## config.mk

```make
export PLATFORM = sky130hd
export DESIGN_NAME = inst_loader_flat
export DESIGN_NICKNAME = d
export VERILOG_FILES = /design/src/rtl/inst_loader_if.sv /design/src/rtl/inst_loader.sv /design/src/flat_wrapper.sv
export SDC_FILE = /design/constraint.sdc
export NUM_CORES = 1
export LEC_CHECK = 0
export CAP_MARGIN = 20
export CORE_MARGIN = 2
export CORE_UTILIZATION = 55
export CTS_CLUSTER_SIZE = 30
export DETAILED_ROUTE_END_ITERATION = 7
export PLACE_DENSITY_LB_ADDON = 0.3
export SETUP_SLACK_MARGIN = 0.02
export SYNTH_ARGS = -nofsm -noshare
export SYNTH_HDL_FRONTEND = slang
export SYNTH_SLANG_ARGS = --single-unit
```

## constraint.sdc

```tcl
create_clock -name clk -period 7.3 [get_ports clk]
set_input_delay 1.46 -clock clk [delete_from_list [all_inputs] [get_ports clk]]
set_output_delay 1.46 -clock clk [all_outputs]
set_load 0.03 [all_outputs]
```

## src/rtl/inst_loader_if.sv

```systemverilog
// Host/loader/instruction-memory bundle for the program loader.
// Handshake: a word moves on every rising edge where in_valid && in_ready are both high.
// in_ready never depends combinationally on in_valid.
interface inst_loader_if #(
    parameter int D = 10,
    parameter int W = 9
);
    logic         load_req;
    logic [D-1:0] base_addr;
    logic [D-1:0] word_count;
    logic         in_valid;
    logic [W-1:0] in_data;
    logic         in_ready;
    logic         wr_en;
    logic [D-1:0] wr_addr;
    logic [W-1:0] wr_data;
    logic         cpu_hold;
    logic         cpu_start;
    logic         load_done;
    logic         err;

    modport master (
        output load_req, base_addr, word_count, in_valid, in_data,
        input  in_ready, wr_en, wr_addr, wr_data, cpu_hold, cpu_start, load_done, err
    );

    modport slave (
        input  load_req, base_addr, word_count, in_valid, in_data,
        output in_ready, wr_en, wr_addr, wr_data, cpu_hold, cpu_start, load_done, err
    );
endinterface

```

## src/rtl/inst_loader.sv

```systemverilog
// Program loader: streams machine-code words into contiguous instruction memory,
// holding the core in reset until the load completes, then pulses cpu_start.
module inst_loader #(
    parameter int D     = 10,
    parameter int W     = 9,
    parameter int DEPTH = 1024
) (
    input  logic         clk,
    input  logic         reset,
    inst_loader_if.slave bus,
    output logic [1:0]   dbg_state
);
    typedef enum logic [1:0] {
        IDLE    = 2'd0,
        LOAD    = 2'd1,
        RELEASE = 2'd2,
        DONE    = 2'd3
    } state_t;

    localparam logic [D:0] DEPTH_L = (D+1)'(DEPTH);

    state_t       state_q, state_d;
    logic [D-1:0] addr_q, addr_d;
    logic [D-1:0] remaining_q, remaining_d;
    logic         in_ready_q, in_ready_d;
    logic         wr_en_q, wr_en_d;
    logic [D-1:0] wr_addr_q, wr_addr_d;
    logic [W-1:0] wr_data_q, wr_data_d;
    logic         cpu_hold_q, cpu_hold_d;
    logic         cpu_start_q, cpu_start_d;
    logic         load_done_q, load_done_d;
    logic         err_q, err_d;
    logic [D:0]   end_sum;
    logic         accept;

    always_comb begin
        state_d     = state_q;
        addr_d      = addr_q;
        remaining_d = remaining_q;
        wr_en_d     = 1'b0;
        wr_addr_d   = wr_addr_q;
        wr_data_d   = wr_data_q;
        cpu_hold_d  = cpu_hold_q;
        cpu_start_d = 1'b0;
        load_done_d = load_done_q;
        err_d       = err_q;
        // One extra bit so base+count reaching exactly DEPTH is still legal.
        end_sum     = {1'b0, bus.base_addr} + {1'b0, bus.word_count};
        accept      = bus.in_valid && in_ready_q;

        case (state_q)
            IDLE, DONE: begin
                if (bus.load_req) begin
                    addr_d      = bus.base_addr;
                    remaining_d = bus.word_count;
                    load_done_d = 1'b0;
                    err_d       = 1'b0;
                    cpu_hold_d  = 1'b1;
                    if (end_sum > DEPTH_L) begin
                        err_d   = 1'b1;
                        state_d = IDLE;
                    end else if (bus.word_count == '0) begin
                        state_d = RELEASE;
                    end else begin
                        state_d = LOAD;
                    end
                end
            end
            LOAD: begin
                if (accept) begin
                    wr_en_d     = 1'b1;
                    wr_addr_d   = addr_q;
                    wr_data_d   = bus.in_data;
                    addr_d      = addr_q + 1'b1;
                    remaining_d = remaining_q - 1'b1;
                    if (remaining_q == D'(1)) state_d = RELEASE;
                end
            end
            RELEASE: begin
                state_d     = DONE;
                cpu_hold_d  = 1'b0;
                cpu_start_d = 1'b1;
                load_done_d = 1'b1;
            end
            default: state_d = IDLE;
        endcase

        in_ready_d = (state_d == LOAD);
    end

    always_ff @(posedge clk) begin
        if (reset) begin
            state_q     <= IDLE;
            addr_q      <= '0;
            remaining_q <= '0;
            in_ready_q  <= 1'b0;
            wr_en_q     <= 1'b0;
            wr_addr_q   <= '0;
            wr_data_q   <= '0;
            cpu_hold_q  <= 1'b1;
            cpu_start_q <= 1'b0;
            load_done_q <= 1'b0;
            err_q       <= 1'b0;
        end else begin
            state_q     <= state_d;
            addr_q      <= addr_d;
            remaining_q <= remaining_d;
            in_ready_q  <= in_ready_d;
            wr_en_q     <= wr_en_d;
            wr_addr_q   <= wr_addr_d;
            wr_data_q   <= wr_data_d;
            cpu_hold_q  <= cpu_hold_d;
            cpu_start_q <= cpu_start_d;
            load_done_q <= load_done_d;
            err_q       <= err_d;
        end
    end

    assign bus.in_ready  = in_ready_q;
    assign bus.wr_en     = wr_en_q;
    assign bus.wr_addr   = wr_addr_q;
    assign bus.wr_data   = wr_data_q;
    assign bus.cpu_hold  = cpu_hold_q;
    assign bus.cpu_start = cpu_start_q;
    assign bus.load_done = load_done_q;
    assign bus.err       = err_q;
    assign dbg_state     = state_q;
endmodule

```

## src/flat_wrapper.sv

```systemverilog
// flat-port wrapper written by rule: the top's interface ports become plain ports
module inst_loader_flat 
#(
    parameter int D     = 10,
    parameter int W     = 9,
    parameter int DEPTH = 1024
)
  (clk, reset, dbg_state, bus_load_req, bus_base_addr, bus_word_count, bus_in_valid, bus_in_data, bus_in_ready, bus_wr_en, bus_wr_addr, bus_wr_data, bus_cpu_hold, bus_cpu_start, bus_load_done, bus_err);
  inst_loader_if #(.D(D), .W(W)) bus_i ();
  input  logic clk;
  input  logic reset;
  output logic [1:0] dbg_state;
  input wire logic [$bits(bus_i.load_req)-1:0] bus_load_req;
  input wire logic [$bits(bus_i.base_addr)-1:0] bus_base_addr;
  input wire logic [$bits(bus_i.word_count)-1:0] bus_word_count;
  input wire logic [$bits(bus_i.in_valid)-1:0] bus_in_valid;
  input wire logic [$bits(bus_i.in_data)-1:0] bus_in_data;
  output wire logic [$bits(bus_i.in_ready)-1:0] bus_in_ready;
  output wire logic [$bits(bus_i.wr_en)-1:0] bus_wr_en;
  output wire logic [$bits(bus_i.wr_addr)-1:0] bus_wr_addr;
  output wire logic [$bits(bus_i.wr_data)-1:0] bus_wr_data;
  output wire logic [$bits(bus_i.cpu_hold)-1:0] bus_cpu_hold;
  output wire logic [$bits(bus_i.cpu_start)-1:0] bus_cpu_start;
  output wire logic [$bits(bus_i.load_done)-1:0] bus_load_done;
  output wire logic [$bits(bus_i.err)-1:0] bus_err;
  assign bus_i.load_req = bus_load_req;
  assign bus_i.base_addr = bus_base_addr;
  assign bus_i.word_count = bus_word_count;
  assign bus_i.in_valid = bus_in_valid;
  assign bus_i.in_data = bus_in_data;
  assign bus_in_ready = bus_i.in_ready;
  assign bus_wr_en = bus_i.wr_en;
  assign bus_wr_addr = bus_i.wr_addr;
  assign bus_wr_data = bus_i.wr_data;
  assign bus_cpu_hold = bus_i.cpu_hold;
  assign bus_cpu_start = bus_i.cpu_start;
  assign bus_load_done = bus_i.load_done;
  assign bus_err = bus_i.err;
  inst_loader #(.D(D), .W(W), .DEPTH(DEPTH)) u_core (.clk(clk), .reset(reset), .bus(bus_i), .dbg_state(dbg_state));
endmodule
```

==> impl_metrics.yaml, run 1 <==
status:
  status: "completed"
routing:
  drc: 0
  wire_per_inst_um: 15.1
  vias: 2784
  vias_per_cell: 5.82
  final_antenna_net_count: 0
  drt-initial-drc-count: 191
  first_pass_iters: 4
  routed_wl_um: 7230
logic_synthesis:
  yosysTopAreaCell: "dfxtp_1"
  ys_types: 55
  synth_seq_cells: 47
  synth_most_common_cell: "nand2_1"
  async_reset_ff_share_pct: 0
  netlist_top_cells_count: "nand2_1, dfxtp_1, a21oi_1"
  ys_seq_area_share_pct: 34.3
  synth-warning-count: 0
  syn_nets: 408
  synthCells: 359
  ys.flop_type: "dfxtp_1"
  synth_area_leaders: "dfxtp_1, nand2_1, a21oi_1"
  synth_top_cell_area_share_pct: 34.3
  avgSynthCellArea_um2: 7.64
  synth-edff-count: 0
  syn-cell-area_mm2: 0.00274
floorplan:
  die_area_mm2: 0.00557
  core_region_area_mm2: 0.00475
  rows: 25
  dieWidth_um: 74.6
  fp.dieH_um: 74.6
  start_util_pct: 57.7
  pin_count: 60
sta:
  setup_viol: 0
  drv_slew: 0
  relSlewSlack_pct: 51.6
  period_share_pct: 55.2
  rsz0062_at_grt: "false"
  hold_viol_final: 0
  fmaxAchievable_mhz: 248
  period_needed_ns: 4.03
  fin_hold_ws_ns: 0.455
  tightest_slew_ns: 0.723
  finClkSkew_ns: 0.00692
  tns_ns: 0
worst_setup_path:
  crit_fanout: 4
  crit_path_max_incr_delay_ns: 0.54
  reg2reg_from: "u_core.dbg_state[0]$_SDFF_PP0_"
  r2r_slack_ns: 4.80
  r2r-end: "u_core.dbg_state[1]$_SDFF_PP0_"
  endpoint_kind: "flop"
  cp-start-kind: "input port"
  cp.arrival_ns: 4.28
  path_cells: "clkdlybuf4s50_1 -> ha_1 -> inv_1 -> fa_1 -> nor2b_1 -> o311a_1 -> mux2i_1 -> a2111o_1 -> a2111oi_2 -> o21ai_1 -> a21oi_1 -> o21ba_1"
  crit_buf_inv: 2
  crit_required_ns: 7.55
  critPathSlowestCell: "clkdlybuf4s50_1"
  ff2ff_path_depth: 10
  critPathTopFamily: "compound AO/OA/AOI/OAI gates"
  worst-setup-path-type: "in2reg"
power_and_ir_drop:
  p_switching_w: 0.000226
  p_int_w: 0.000461
  pwr-share-seq_pct: 43.5
  power.total_w: 0.000686
  power_density_mw_per_mm2: 197
  p_clk_share_pct: 27.3
  power_leakage_nw: 1.25
  p_sw_share_pct: 32.9
  ir_worst_vdd_v: 0.000161
  p_comb_share_pct: 29.1
clocking:
  cts_tree: "done"
  ctsHoldBuffers: 0
  post_cts_buffers: 0
  clk_pin_slew_ns: 0.08
  cts-resized-gates: 0
  clock_path_buffers: 2
  cts_root_buffer: "clkbuf_8"
  cts.sinks: 47
  h-tree-depth: 2
  cts_made_buffers: 5
  clk_latency_ns: 0.31
min_path:
  min_from: "u_core.bus.wr_addr[4]$_SDFFE_PP0P_"
  min_to: "u_core.bus.wr_addr[4]$_SDFFE_PP0P_"
  hold_depth: 2
  hp-class: "reg2reg"
layout:
  final_util_pct: 73.4
  antennaDiodeCount: 0
  finalNetCount: 460
  drive_gt1_share_pct: 4.87
  area_delta_synth_final_pct: 27.2
  final_cell_count_no_fill: 478
flow_run:
  drv_cap: 0
place:
  dp_hpwl_um: 5350
  dpl.cell_count: 471
  portBuffers: 59
  gp_congestion: 0.956
global_routing:
  grt_pass1_vias: 2533
  grt_usage_pct: 27.3
  overflow: 0
  grt_antenna_before_repair: 0
  grt_max_degree: 49
  grt_pass1_wl_um: 11700
[tightest hold or removal path, cell delays in order, from the launching register on]
cell and delay [ns]:
dfxtp_1 0.31, nand2_1 0.05, a21oi_1 0.05
[stage by stage]
stage | setup slack (ns) | area, µm²
3_3_place_gp | 3.02 | 3380
4_1_cts | 3.27 | 3490
6_report | 3.27 | 3490
5_1_grt | 3.04 | 3490
2_1_floorplan | 3.70 | 2740
3_5_place_dp | 2.97 | 3380
[state kept, by name, indices dropped and copies added, names as in the netlist, 2 cells and up]
| register | cells |
|---|---|
| u_core.addr_q | 10 |
| u_core.bus.wr_addr | 10 |
| u_core.remaining_q | 10 |
| u_core.bus.wr_data | 9 |
| u_core.dbg_state | 2 |
[layer usage]
metal  share of wire (%)  vias up  GRT usage, %
met5                   0        -             0
met4                 2.3        0          9.52
met3                 4.3       16          5.69
met2                  49       67          45.7
met1                  45     1300          35.0
li1                    -     1401             -
[final cells by class]
cell class | instances | area [µm²]
fill | 417 | 1270
tap | 67 | 83.8
clock buffer | 5 | 68.8
timing repair buffer | 63 | 621
clock inverter | 2 | 37.5
multi-input combinational | 282 | 1690
sequential | 47 | 941
inverter | 12 | 45.0
[worst max-delay path by stage]
stage,cells past startpoint,to,from
6_report,12,u_core.dbg_state[1]$_SDFF_PP0_,bus_word_count[0]
4_1_cts,12,u_core.dbg_state[1]$_SDFF_PP0_,bus_word_count[0]
3_5_place_dp,12,u_core.bus.err$_SDFFE_PP0P_,bus_word_count[0]
5_1_grt,12,u_core.bus.err$_SDFFE_PP0P_,bus_word_count[0]
3_3_place_gp,12,u_core.dbg_state[1]$_SDFF_PP0_,bus_word_count[0]
2_1_floorplan,11,u_core.dbg_state[1]$_SDFF_PP0_,bus_word_count[0]
[placed cells by master (no fill, tap or decap), types with 2 or more instances in the layout]
cell type,netlist,layout
nand2_1,72,72
clkdlybuf4s50_1,0,59
a31oi_1,3,3
nand3b_1,3,3
o31ai_1,5,5
nor2_1,22,22
nor4_1,4,4
buf_4,0,4
or3_1,2,2
nand4_1,2,2
nor2b_1,5,5
o21ai_0,19,19
or2_2,3,3
nor3b_1,3,3
clkbuf_8,0,5
o22ai_1,4,4
inv_1,11,11
nand3_1,10,10
ha_1,15,15
mux2i_1,4,4
nor3_1,10,10
a21oi_1,41,40
nand2b_1,2,2
a211oi_1,13,13
a22oi_1,6,6
a21o_1,3,3
o2bb2ai_1,3,3
dfxtp_1,47,47
[power groups by stage]
stage               clock network [W]  logic, W  registers, W
finish                       0.000188  0.000200      0.000299
global route                 0.000200  0.000223      0.000301
CTS                          0.000191  0.000199      0.000298
detailed placement                  0  0.000196      0.000304
global placement                    0  0.000193      0.000303
floorplan                           0  0.000133      0.000305
[cell families after synthesis]
group / after synthesis / synth area share [%]
compound gates: 113 / 26.8
simple gates: 146 / 24.6
fa+ha+maj: 16 / 7.58
mux: 6 / 2.28
buf+inv: 30 / 4.11
xor+xnor: 1 / 0.320
flops: 47 / 34.3
Note: power is estimated with default switching activity, not from simulation.
==> inputs of run 2 (changes only) <==
--- a/config.mk
+++ b/config.mk
@@ -7,7 +7,7 @@
 export LEC_CHECK = 0
 export CAP_MARGIN = 20
 export CORE_MARGIN = 2
-export CORE_UTILIZATION = 55
+export CORE_UTILIZATION = 46
 export CTS_CLUSTER_SIZE = 30
 export DETAILED_ROUTE_END_ITERATION = 7
 export PLACE_DENSITY_LB_ADDON = 0.3
==> constraint.sdc (replaced) <==
create_clock -name clk -period 3.4 [get_ports clk]
set_input_delay 0.68 -clock clk [delete_from_list [all_inputs] [get_ports clk]]
set_output_delay 0.68 -clock clk [all_outputs]
set_load 0.03 [all_outputs]
==> impl_metrics.yaml, run 2 (synthesis gave the netlist of run 1 again) <==
sta:
  relSlewSlack_pct: 46.0
  setup_viol: 0
  period_needed_ns: 3.19
  drv_slew: 0
  rsz0062_at_grt: "false"
  hold_viol_final: 0
  fin_hold_ws_ns: 0.457
  fmaxAchievable_mhz: 314
  tightest_slew_ns: 0.807
  period_share_pct: 93.8
  finClkSkew_ns: 0.00624
global_routing:
  grt_pass1_vias: 2446
  grt_max_degree: 42
  grt_antenna_before_repair: 0
  overflow: 0
  grt_pass1_wl_um: 11700
  grt_usage_pct: 22.9
worst_setup_path:
  cpMostUsedCell: "a2111oi_4"
  crit_path_max_incr_delay_ns: 0.49
  cp-start-kind: "input port"
  critPathSlowestCell: "clkdlybuf4s50_1"
  ff2ff_path_depth: 10
  worst-setup-path-type: "in2reg"
  crit_fanout: 2
  path_cells: "clkdlybuf4s50_1 -> ha_1 -> inv_1 -> fa_1 -> nand2b_1 -> a2111oi_4 -> o311ai_1 -> a2111o_1 -> a2111oi_4 -> o21ai_1 -> a21oi_1 -> o21ba_1"
  cp.arrival_ns: 3.44
  endpoint_kind: "flop"
  crit_required_ns: 3.65
power_and_ir_drop:
  ir_worst_vdd_v: 0.000218
  power_leakage_nw: 1.29
  power_density_mw_per_mm2: 403
  power.total_w: 0.00143
floorplan:
  start_util_pct: 46.9
  dieWidth_um: 81.2
  die_area_mm2: 0.00659
  fp.dieH_um: 81.2
  rows: 28
  core_region_area_mm2: 0.00585
  pin_count: 60
layout:
  finalNetCount: 468
  fill_cells: 541
  multiInputGateArea_mm2: 0.00170
  antennaDiodeCount: 0
  mostFrequentLayoutCells: "nand2_1, clkdlybuf4s50_1, dfxtp_1"
  final_common_cell: "nand2_1"
  area_delta_synth_final_pct: 30.0
  drive_gt1_share_pct: 6.90
  seq_area_um2: 941
routing:
  vias: 2807
  drc: 0
  vias_per_cell: 5.67
  first_pass_iters: 4
  final_antenna_net_count: 0
  wire_per_inst_um: 14.7
  routed_wl_um: 7270
  drt-initial-drc-count: 169
clocking:
  ctsHoldBuffers: 0
  h-tree-depth: 2
  cts-resized-gates: 0
  cts_tree: "done"
  cts.sinks: 47
  cts_made_buffers: 5
  clk_latency_ns: 0.29
  cts_root_buffer: "clkbuf_8"
  post_cts_buffers: 0
  clock_path_buffers: 2
  clk_pin_slew_ns: 0.09
place:
  gp_congestion: 0.879
  portBuffers: 59
  dp_hpwl_um: 5360
flow_run:
  drv_cap: 0
min_path:
  hold_depth: 2
  hp-class: "reg2reg"
status:
  status: "completed"
==> run 2: cell count changes in the layout (fill, tap and decap cells not counted) <==
cell	delta
a2111oi_4	+1
bufinv_16	-1
clkinv_4	+1
a2111oi_2	-1
buf_4	+8
clkbuf_8	+1
==> run 2: area by class of cell <==
type / count / share of cell area, %
Multi-Input combinational cell: 282 / 47.8
Sequential cell: 47 / 26.4
Timing Repair Buffer: 71 / 19.1
Tap cell: 75 / 2.63
Clock buffer: 6 / 2.32
Inverter: 12 / 1.26
Clock inverter: 2 / 0.456
==> run 2: report_power, final <==
part           total [W]  internal, W  switching, W  leakage [nW]
combinational   0.000438     0.000186      0.000251         0.856
sequential      0.000642     0.000595     0.0000475         0.383
clock           0.000355     0.000166      0.000189        0.0474
==> run 2: critical path, delay by kind of cell <==
kind                       cells  cell delay, ns
adders and majority gates      2            0.64
and+or+nand+nor                1            0.08
AOI/OAI and AO/OA              7            1.48
buffers and inverters          2            0.54
==> run 2: final timing paths <==
path / slack [ns] / to / start
hold reg to reg: 0.46 / u_core.bus.wr_data[1]$_SDFFE_PP0P_ / u_core.bus.wr_data[1]$_SDFFE_PP0P_
hold / removal: 0.46 / u_core.bus.wr_data[1]$_SDFFE_PP0P_ / u_core.bus.wr_data[1]$_SDFFE_PP0P_
setup reg to reg: 0.80 / u_core.dbg_state[1]$_SDFF_PP0_ / u_core.dbg_state[0]$_SDFF_PP0_
setup / recovery: 0.21 / u_core.dbg_state[1]$_SDFF_PP0_ / bus_word_count[0]
==> run 2: metal layers <==
metal  GRT usage (%)  share of wire, %  up-vias
met5               0                 0        -
met4            5.59              0.74        0
met3            3.78               5.3        6
met2            38.3                48       95
met1            30.6                46     1294
li1                -                 -     1412
==> run 2: stage by stage <==
step	instances	setup TNS, ns	utilization [%]	setup slack, ns	area (µm²)
6_report	495	0	60.9	0.212	3560
5_1_grt	495	0	60.9	0.0346	3560
4_1_cts	495	0	60.7	0.227	3550
3_5_place_dp	487	-0.275	59.0	-0.0832	3450
3_3_place_gp	487	-0.123	59.0	-0.0465	3450
2_1_floorplan	359	0	-	0.582	2740
